<file path="config.mk">
export PLATFORM = sky130hd
export DESIGN_NAME = pwm_servo_capture
export DESIGN_NICKNAME = d
export VERILOG_FILES = /design/src/rtl/pwm_servo_pkg.sv /design/src/rtl/pwm_capture_ch.sv /design/src/rtl/pwm_servo_capture.sv
export SDC_FILE = /design/constraint.sdc
export NUM_CORES = 2
export LEC_CHECK = 0
export ABC_AREA = 0
export CAP_MARGIN = 30
export CORE_UTILIZATION = 45
export CTS_BUF_LIST = sky130_fd_sc_hd__clkbuf_4 sky130_fd_sc_hd__clkbuf_8
export DETAILED_ROUTE_END_ITERATION = 8
export MAX_ROUTING_LAYER = met4
export PLACE_DENSITY = 0.65
export SLEW_MARGIN = 20
export SYNTH_ARGS = -nofsm -noshare
export SYNTH_HDL_FRONTEND = slang
export SYNTH_HIERARCHICAL = 1
export SYNTH_SLANG_ARGS = --single-unit
</file>
<file path="constraint.sdc">
create_clock -name clk -period 33.1 [get_ports clk]
set_input_delay 4.965 -clock clk [delete_from_list [all_inputs] [get_ports clk]]
set_output_delay 4.965 -clock clk [all_outputs]
set_load 0.005 [all_outputs]
</file>
<file path="src/rtl/pwm_servo_pkg.sv">
// Shared constants and types for the servo PWM generator and capture blocks.
// Optional build macro: PWM_GLITCH_FILTER_EN (used by pwm_capture_ch).
package pwm_servo_pkg;

    localparam int unsigned COORD_W   = 10;
    localparam int unsigned COORD_MAX = 1023;

    // High time in clk cycles mapping to coordinate 0 and COORD_MAX.
    localparam int unsigned DC_MIN = 25_000;
    localparam int unsigned DC_MAX = 125_000;

    typedef enum logic [1:0] {
        StWaitRise = 2'd0,
        StMeasHigh = 2'd1,
        StMeasLow  = 2'd2
    } cap_state_e;

    // Cycles without an edge before a channel is declared dead.
    function automatic int unsigned timeout_cycles(input int unsigned periods,
                                                   input int unsigned freq,
                                                   input int unsigned target_freq);
        longint unsigned cyc;
        cyc = longint'(periods) * longint'(freq) / longint'(target_freq);
        return int'(cyc);
    endfunction

endpackage

</file>
<file path="src/rtl/pwm_capture_ch.sv">
// One PWM capture channel: synchronizer, optional glitch filter, edge detect,
// width-measurement FSM, width-to-coordinate mapper and idle timeout.
// Optional build macro: PWM_GLITCH_FILTER_EN enables the level-stability filter.
module pwm_capture_ch
    import pwm_servo_pkg::*;
#(
    parameter int unsigned MIN_DC        = DC_MIN,
    parameter int unsigned MAX_DC        = DC_MAX,
    parameter int unsigned TIMEOUT_CYC   = 5_000_000,
    parameter int unsigned GLITCH_CYCLES = 16,
    parameter int unsigned CNT_W         = 32
) (
    input  logic               clk,
    input  logic               rst,
    input  logic               pwm,
    output logic [COORD_W-1:0] coord,
    output logic               valid,
    output logic               fault
);

    localparam int unsigned PW       = CNT_W + 10;
    localparam int unsigned RangeCyc = MAX_DC - MIN_DC;
    localparam logic [CNT_W-1:0] MinCnt     = CNT_W'(MIN_DC);
    localparam logic [CNT_W-1:0] MaxCnt     = CNT_W'(MAX_DC);
    localparam logic [CNT_W-1:0] TimeoutCnt = CNT_W'(TIMEOUT_CYC);
    localparam logic [CNT_W-1:0] CntOne     = CNT_W'(1);

    logic       sync1_q, sync2_q;
    logic [1:0] warm_q;   // marks when sync2_q carries a real sample after reset
    logic       level, prev_q, rise, fall;

    // Two-flop synchronizer plus warm-up tracker.
    always_ff @(posedge clk) begin
        if (rst) begin
            sync1_q <= 1'b0;
            sync2_q <= 1'b0;
            warm_q  <= 2'b00;
        end else begin
            sync1_q <= pwm;
            sync2_q <= sync1_q;
            warm_q  <= {warm_q[0], 1'b1};
        end
    end

`ifdef PWM_GLITCH_FILTER_EN
    localparam int unsigned GW = (GLITCH_CYCLES > 1) ? $clog2(GLITCH_CYCLES) : 1;
    localparam logic [GW-1:0] StabLast = GW'(GLITCH_CYCLES - 1);

    logic          level_q;
    logic [GW-1:0] stab_cnt_q;

    // Accept a new level only after it has persisted for GLITCH_CYCLES cycles.
    always_ff @(posedge clk) begin
        if (rst) begin
            level_q    <= 1'b0;
            stab_cnt_q <= '0;
        end else if (sync2_q == level_q) begin
            stab_cnt_q <= '0;
        end else if (stab_cnt_q == StabLast) begin
            level_q    <= sync2_q;
            stab_cnt_q <= '0;
        end else begin
            stab_cnt_q <= stab_cnt_q + 1'b1;
        end
    end

    assign level = level_q;
`else
    logic unused_glitch;
    assign unused_glitch = ^GLITCH_CYCLES;
    assign level         = sync2_q;
`endif

    // Previous conditioned level for edge detection.
    always_ff @(posedge clk) begin
        if (rst) prev_q <= 1'b0;
        else     prev_q <= level;
    end

    assign rise = level & ~prev_q;
    assign fall = ~level & prev_q;

    cap_state_e         state_q, state_d;
    logic               armed_q, armed_d;
    logic [CNT_W-1:0]   width_cnt_q, width_cnt_d, width_inc;
    logic [CNT_W-1:0]   idle_cnt_q, idle_cnt_d;
    logic [CNT_W-1:0]   meas_q, meas_d;
    logic               map_go_q, map_go_d;
    logic               low_now, timeout;
    logic [COORD_W-1:0] coord_q, map_val;
    logic               valid_q, fault_q;
    logic [PW-1:0]      num;

    // Both the raw synced sample and the filtered level must be low to arm.
    assign low_now   = ~level & ~sync2_q;
    assign width_inc = (width_cnt_q == '1) ? width_cnt_q : width_cnt_q + CntOne;

    // Idle counter and timeout; an edge on the timeout cycle suppresses the fault.
    always_comb begin
        idle_cnt_d = idle_cnt_q;
        if (rise || fall)            idle_cnt_d = '0;
        else if (idle_cnt_q != '1)   idle_cnt_d = idle_cnt_q + CntOne;
        timeout = !(rise || fall) && (idle_cnt_d == TimeoutCnt);
    end

    // Measurement FSM next state.
    always_comb begin
        state_d     = state_q;
        armed_d     = armed_q;
        width_cnt_d = width_cnt_q;
        meas_d      = meas_q;
        map_go_d    = 1'b0;
        unique case (state_q)
            StWaitRise: begin
                if (warm_q[1] && low_now) armed_d = 1'b1;
                if (rise && armed_q) begin
                    state_d     = StMeasHigh;
                    width_cnt_d = CntOne;
                end
            end
            StMeasHigh: begin
                if (fall) begin
                    meas_d   = width_cnt_q;
                    map_go_d = 1'b1;
                    state_d  = StMeasLow;
                end else begin
                    width_cnt_d = width_inc;
                end
            end
            StMeasLow: begin
                if (rise) begin
                    state_d     = StMeasHigh;
                    width_cnt_d = CntOne;
                end
            end
            default: state_d = StWaitRise;
        endcase
        if (timeout) begin
            state_d = StWaitRise;
            armed_d = low_now;
        end
    end

    // Measurement state registers.
    always_ff @(posedge clk) begin
        if (rst) begin
            state_q     <= StWaitRise;
            armed_q     <= 1'b0;
            width_cnt_q <= '0;
            idle_cnt_q  <= '0;
            meas_q      <= '0;
            map_go_q    <= 1'b0;
        end else begin
            state_q     <= state_d;
            armed_q     <= armed_d;
            width_cnt_q <= width_cnt_d;
            idle_cnt_q  <= idle_cnt_d;
            meas_q      <= meas_d;
            map_go_q    <= map_go_d;
        end
    end

    // Width to coordinate, clamped at both ends and rounded to nearest.
    always_comb begin
        num     = '0;
        map_val = '0;
        if (meas_q <= MinCnt) begin
            map_val = '0;
        end else if (meas_q >= MaxCnt) begin
            map_val = COORD_W'(COORD_MAX);
        end else begin
            num     = PW'(meas_q - MinCnt) * PW'(COORD_MAX) + PW'(RangeCyc / 2);
            map_val = COORD_W'(num / PW'(RangeCyc));
        end
    end

    // Registered coordinate, strobe and fault level.
    always_ff @(posedge clk) begin
        if (rst) begin
            coord_q <= '0;
            valid_q <= 1'b0;
            fault_q <= 1'b0;
        end else begin
            valid_q <= map_go_q;
            if (map_go_q) begin
                coord_q <= map_val;
                fault_q <= 1'b0;
            end else if (timeout) begin
                fault_q <= 1'b1;
            end
        end
    end

    assign coord = coord_q;
    assign valid = valid_q;
    assign fault = fault_q;

endmodule

</file>
<file path="src/rtl/pwm_servo_capture.sv">
// Three-channel servo PWM pulse-width decoder with per-channel timeout.
// Optional build macro: PWM_GLITCH_FILTER_EN (glitch filter in each channel).
module pwm_servo_capture
    import pwm_servo_pkg::*;
#(
    parameter int unsigned FREQ            = 25_000_000,
    parameter int unsigned TARGET_FREQ     = 10,
    parameter int unsigned MIN_DC          = DC_MIN,
    parameter int unsigned MAX_DC          = DC_MAX,
    parameter int unsigned TIMEOUT_PERIODS = 2,
    parameter int unsigned GLITCH_CYCLES   = 16,
    parameter int unsigned CNT_W           = 32
) (
    input  logic               clk,
    input  logic               rst,
    input  logic               pwm_servo1,
    input  logic               pwm_servo2,
    input  logic               pwm_servo3,
    output logic [COORD_W-1:0] x,
    output logic [COORD_W-1:0] y,
    output logic [COORD_W-1:0] z,
    output logic [2:0]         valid,
    output logic [2:0]         fault
);

    localparam int unsigned TimeoutCyc = timeout_cycles(TIMEOUT_PERIODS, FREQ, TARGET_FREQ);

    logic [2:0]         pwm_in;
    logic [COORD_W-1:0] coord [3];

    assign pwm_in = {pwm_servo3, pwm_servo2, pwm_servo1};

    for (genvar i = 0; i < 3; i++) begin : g_ch
        pwm_capture_ch #(
            .MIN_DC        (MIN_DC),
            .MAX_DC        (MAX_DC),
            .TIMEOUT_CYC   (TimeoutCyc),
            .GLITCH_CYCLES (GLITCH_CYCLES),
            .CNT_W         (CNT_W)
        ) u_ch (
            .clk   (clk),
            .rst   (rst),
            .pwm   (pwm_in[i]),
            .coord (coord[i]),
            .valid (valid[i]),
            .fault (fault[i])
        );
    end

    assign x = coord[0];
    assign y = coord[1];
    assign z = coord[2];

endmodule

</file>
Word-level counts from Yosys, hierarchy flattened
Index checks and enable logic that the tools add are counted.
W data, S select, Z words.
{ "totals": {"reg_bits": 351, "input_bits": 5, "out_inout_bits": 36, "wordCells": 213} }
{ "classes": {"add_sub_neg": 12, "mul": 3, "n_div": 3, "order_cmp": 6, "eq_ne": 30, "mux": 54, "n_bitwise": 15, "reduce_logical": 48} }
{ "op_table": {"columns": ["operator", "count"], "rows": [
  ["$mux W32", 18],
  ["$pmux W32 S3", 3],
  ["$add A32 B1 Y32 const B", 6],
  ["$add A42 B16 Y42 const B", 3],
  ["$div A42 B17 Y42 const B", 3],
  ["$mul A42 B10 Y42 const B", 3],
  ["$sub A32 B15 Y33 const B", 3],
  ["$eq A32 B23 Y1 const B", 3],
  ["$eq A32 B32 Y1 const B", 3],
  ["$ge A32 B17 Y1 const B", 3],
  ["$le A32 B15 Y1 const B", 3],
  ["$ne A32 B32 Y1 const B", 3],
  ["$mux W10", 6],
  ["$mux W2", 9],
  ["$ne A2 B1 Y1 const B", 9],
  ["$pmux W2 S3", 3],
  ["$reduce_or A2 Y1", 9],
  ["$mux W1", 15],
  ["$reduce_and A5 Y1", 3],
  ["$ne A2 B2 Y1 const B", 6],
  ["$reduce_and A2 Y1", 6],
  ["$reduce_bool A2 Y1", 6],
  ["$logic_and A1 B1 Y1", 9],
  ["$not A1 Y1", 9],
  ["other kinds (8)", 27]
]} }

Logic depth before layout (Yosys ltp)
{ "logic_depth": {"word_depth": 8, "ltp_mapped": 137} }

Modules after synthesis
The synthesis kept the hierarchy.
{ "by_module_without_submodules": {"columns": ["module", "instances", "cells_each", "area_each_um2", "seq_area_each_um2"], "rows": [
  ["pwm_capture_ch at g_ch[2].u_ch", 1, 4073, 30626.9, 2342.2],
  ["pwm_capture_ch at g_ch[1].u_ch", 1, 3895, 29688.5, 2342.2],
  ["pwm_capture_ch at g_ch[0].u_ch", 1, 3841, 29066.6, 2342.2]
]} }

Worst setup path before layout
No wires, ideal clock.
{ "synth_path": {"path_type": "reg2reg", "from": "register g_ch[2].u_ch.meas_q[4]", "to": "register g_ch[2].u_ch.coord_q[0]", "setup_time_ps": 122, "arrival_time_ps": 30085, "required_time_ps": 32978, "setup_slack_ps": 2893, "stages_incl_launch_ff": 119, "synth_period_minus_slack_ps": 30207, "path_cell_list": "dfxtp_1 clkbuf_1 inv_1 ha_1 inv_1 a21oi_1 or2_2 a21oi_1 nor2_1 nand2_1 or2_2 or3_1 xnor2_1 inv_1 fa_1 inv_1 fa_1 fa_1 [... 83 more ...] a31o_2 a2111oi_4 xnor2_1 o2111ai_4 a221o_1 nand4_1 xor2_2 nand2_1 a2bb2oi_2 mux2_2 a2111oi_2 o22ai_2 nand3_2 mux2_1 a21o_1 a2111oi_0 o21bai_1 a221o_1"} }
{ "synth_via": {"elab_chain_cells": 6, "elab_cells_between_ends": 8} }
{ "synth_rtl": {"columns": ["item", "line_no", "source"], "rows": [
  ["from (decl)", "pwm_capture_ch.sv:87", "logic [CNT_W-1:0] meas_q, meas_d;"],
  ["from (signal assigned)", "pwm_capture_ch.sv:158", "meas_q <= meas_d;"],
  ["$sub A32 B15 Y33", "pwm_capture_ch.sv:172", "num = PW'(meas_q - MinCnt) * PW'(COORD_MAX) + PW'(RangeCyc / 2);"],
  ["$mul A42 B10 Y42", "pwm_capture_ch.sv:172", null],
  ["$add A42 B16 Y42", "pwm_capture_ch.sv:172", null],
  ["$div A42 B17 Y42", "pwm_capture_ch.sv:173", "map_val = COORD_W'(num / PW'(RangeCyc));"],
  ["$mux W10", "pwm_capture_ch.sv:169", "end else if (meas_q >= MaxCnt) begin"],
  ["$mux W10 *", "pwm_capture_ch.sv:167", "if (meas_q <= MinCnt) begin"],
  ["to (signal assigned)", "pwm_capture_ch.sv:186", "coord_q <= map_val;"],
  ["to (decl)", "pwm_capture_ch.sv:90", "logic [COORD_W-1:0] coord_q, map_val;"]
]} }
Mark *: on every way between the ends. The rest lies on a longest branch, timed or not.
A chain may end at the register's enable or synchronous reset.

Worst setup path after layout
{ "layout_path": {"from": "register g_ch[2].u_ch.meas_q[3]", "to": "register g_ch[2].u_ch.coord_q[0]"} }
The elaborated chain is that of the path after synthesis.

==> results.toml <==
[grt]
grt_pass1_vias = 89500
grt_use_total_pct = 28.0
grt.busiest_layer = "met2"
grt_pass1_wl_mm = 462
grtUsageMet1_pct = 36.4
grt_util_met2_pct = 47.1
met3_usage_pct = 2.47
antenna_found_initial = 1
overflow = 0
grt_max_degree = 51

[logic_synthesis]
synthAdderAreaFrac_pct = 18.7
yosys_most_used_dff = "dfxtp_1"
synth_edf_count = 0
synth_top_family_by_area = "compound AO/OA/AOI/OAI gates"
synth_compound_gate_area_share_pct = 29.1
syn_area_sq_um = 89400
ys_warn_count = 6
ys_seq_elements = 351
synth_cells = 11800
ys_types = 194
synth-xor-area-share_pct = 10.3
syn_area_per_cell_sq_um = 7.57
ys_seq_area_share_pct = 7.86
synthMuxAreaShare_pct = 3.74
yosys.area_share.simple_pct = 23.7
async_flop_share_pct = 0

[clock_network]
clkLatencyLatePin_ns = 0.77
path_clk_slew_ns = 0.06
cts_tree = "yes"
cts_sinks = 351
clockBufferDepth = 3
h-tree-depth = 3
root_buffer = "clkbuf_8"
numCtsBuffers = 69

[worst_hold_path]
whs_endpoint = "g_ch[2].u_ch/coord[9]"
hold_depth = 2
min-delay-start = "g_ch[2].u_ch/coord[9]"
min_path_type = "reg -> reg"

[sta]
hold_viol = 0
period_needed_ns = 31.75
finalClockSkew_ns = 0.0628
fmax_ghz = 0.0315
max_slew_margin_pct = 32.5
tightestPinTransition_ns = 1.01
period_share_pct = 95.9
finalSetupViolCount = 0
final-max-slew-violation-count = 0
setup_ws_ns = 1.35

[layout]
ff_latch_area_sq_um = 7030
nFillCells = 19200
drive_gt1_share_pct = 18.1
multi_input_area_sq_um = 78300
nets = 13700
final_cell_mix = "buf_4, nand2_1, nor2_1"
area_growth_pct = 16.3
layout_commonest_cell = "buf_4"
final_cells = 15500

[placement]
dp_hpwl_mm = 234
dpl_worst_slack_ns = -1.04
portBuffers = 40
routabilityCongestion = 0.980
dp_cells = 15300

[route]
ant_nets = 0
drtIter0Drc = 7111
first_pass_iters = 6
wl_mm = 284
vias = 92800
routed_wire_length_per_instance_um = 18.3
vias_per_cell = 6.00
drc = 0

[critical_path]
reg2reg_from = "g_ch[2].u_ch/meas_q[3]"
critPathArrivalTime_ns = 32.40
critPathMaxStageDelay_ns = 0.68
worst_r2r_endpoint = "g_ch[2].u_ch/coord[0]"
crit_type = "reg -> reg"
cp_max_fo = 16
path_buf_inv = 16
cp_slowest_cell = "xnor2_1"
ff2ff_setup_slack_ns = 1.35
endpoint_kind = "flop"
crit_path_start_kind = "flop"
reg2reg_depth = 118
cpLargestDelayFamily = "compound AO/OA/AOI/OAI gates"
cp_common_cell = "buf_4"
worstPathRequired_ns = 33.75

[floorplanning]
core_sq_um = 197000
start_util_pct = 45.3
die_h_um = 448
ioPinCount = 41
dieWidth_um = 448
dieArea_sq_um = 200000
num_rows = 163

[job]
maxCapViolations = 0

[status]
outcome = "complete, no violations"
[cells in the mapped netlist (43+ instances only)]
cell type,instances,share of area (%)
a211o_1,59,0.58
a211oi_1,152,1.3
a21o_1,165,1.4
a21oi_1,740,4.1
a22oi_1,43,0.36
a311oi_1,43,0.42
a31oi_1,149,1.0
and2_1,160,1.1
and3_1,158,1.1
and4_1,53,0.52
buf_2,106,0.59
buf_4,95,0.80
clkbuf_1,200,0.84
dfxtp_1,351,7.9
fa_1,588,13
ha_1,357,5.0
inv_1,896,3.8
maj3_1,44,0.49
mux2_2,74,0.93
mux2i_1,194,2.2
nand2_1,1186,5.0
nand2b_1,88,0.62
nand3_1,378,2.1
nand4_1,185,1.3
nor2_1,1025,4.3
nor2b_1,67,0.47
nor3_1,335,1.9
nor4_1,99,0.69
o2111ai_1,58,0.57
o211a_1,48,0.54
o211ai_1,155,1.3
o21a_1,116,0.97
o21ai_0,442,2.5
o21ai_1,169,0.95
o21bai_1,51,0.43
o22ai_1,68,0.48
o31ai_1,96,0.81
or2_2,76,0.53
or3_1,127,0.89
or4_1,48,0.40
xnor2_1,634,6.2
xor2_1,331,3.2
[worst max-delay path by stage]
stage / startpoint / cells after the start / to
2_1_floorplan: g_ch[2].u_ch/meas_q[4] / 118 / g_ch[2].u_ch/coord[0]
3_3_place_gp: g_ch[1].u_ch/meas_q[3] / 115 / g_ch[1].u_ch/coord[0]
3_5_place_dp: g_ch[1].u_ch/meas_q[3] / 116 / g_ch[1].u_ch/coord[0]
4_1_cts: g_ch[1].u_ch/meas_q[3] / 114 / g_ch[1].u_ch/coord[0]
5_1_grt: g_ch[2].u_ch/meas_q[3] / 118 / g_ch[2].u_ch/coord[0]
6_report: g_ch[2].u_ch/meas_q[3] / 118 / g_ch[2].u_ch/coord[0]
[tightest hold or removal path: stages, from the launching register on]
cell,delay [ns]
dfxtp_1,0.31
nand2_1,0.05
nand2_1,0.04
[repair_timing]
action                                  CTS  global route
endpoints found under the setup margin    2             9
pin swaps                                 1            40
gates resized for setup                  14           299
setup buffers                             3            51
hold buffers                              0             0
[state kept, by name (all words and copies together) (netlist names)]
name                   flops
g_ch.u_ch/fault            3
g_ch.u_ch/coord           30
g_ch.u_ch/warm_q           6
g_ch.u_ch/valid            3
g_ch.u_ch/prev_q           3
g_ch.u_ch/idle_cnt_q      96
g_ch.u_ch/state_q          6
g_ch.u_ch/sync1_q          3
g_ch.u_ch/level            3
g_ch.u_ch/meas_q          96
g_ch.u_ch/width_cnt_q     96
g_ch.u_ch/map_go_q         3
g_ch.u_ch/armed_q          3
[cell type report]
type	instances	area share, %
Inverter	903	3.26
Clock buffer	97	1.19
Sequential cell	351	6.76
Timing Repair Buffer	1334	9.90
Multi-Input combinational cell	10100	75.3
Clock inverter	29	0.385
Tap cell	2640	3.18
Antenna cell	2	0.00482
[stage by stage]
| stage | setup TNS (ns) | util, % | hold slack, ns | instance area [sq um] |
|---|---|---|---|---|
| CTS | 0 | 51.5 | 0.440 | 102000 |
| detailed placement | -1.43 | 50.7 | 0.425 | 100000 |
| global placement | -1.47 | 50.6 | 0.417 | 99900 |
| global route | -0.233 | 52.6 | 0.455 | 104000 |
| floorplan | 0 | - | 0.414 | 89400 |
| finish | 0 | 52.6 | 0.437 | 104000 |
[layer usage]
layer / vias up / routed length, um
li1: 45100 / -
met1: 45100 / 129000
met2: 2286 / 137000
met3: 358 / 12100
met4: 0 / 6060
met5: - / 0
[kinds of logic after synthesis]
logic type | Yosys count
fa+ha+maj | 992
other cells | 6
xor+xnor | 1008
compound gates | 3518
flops | 351
buf+inv | 1354
mux | 308
simple gates | 4272
Power is not shown: default switching activity piles up to over one toggle a cycle in this logic, so the estimate is an artifact.
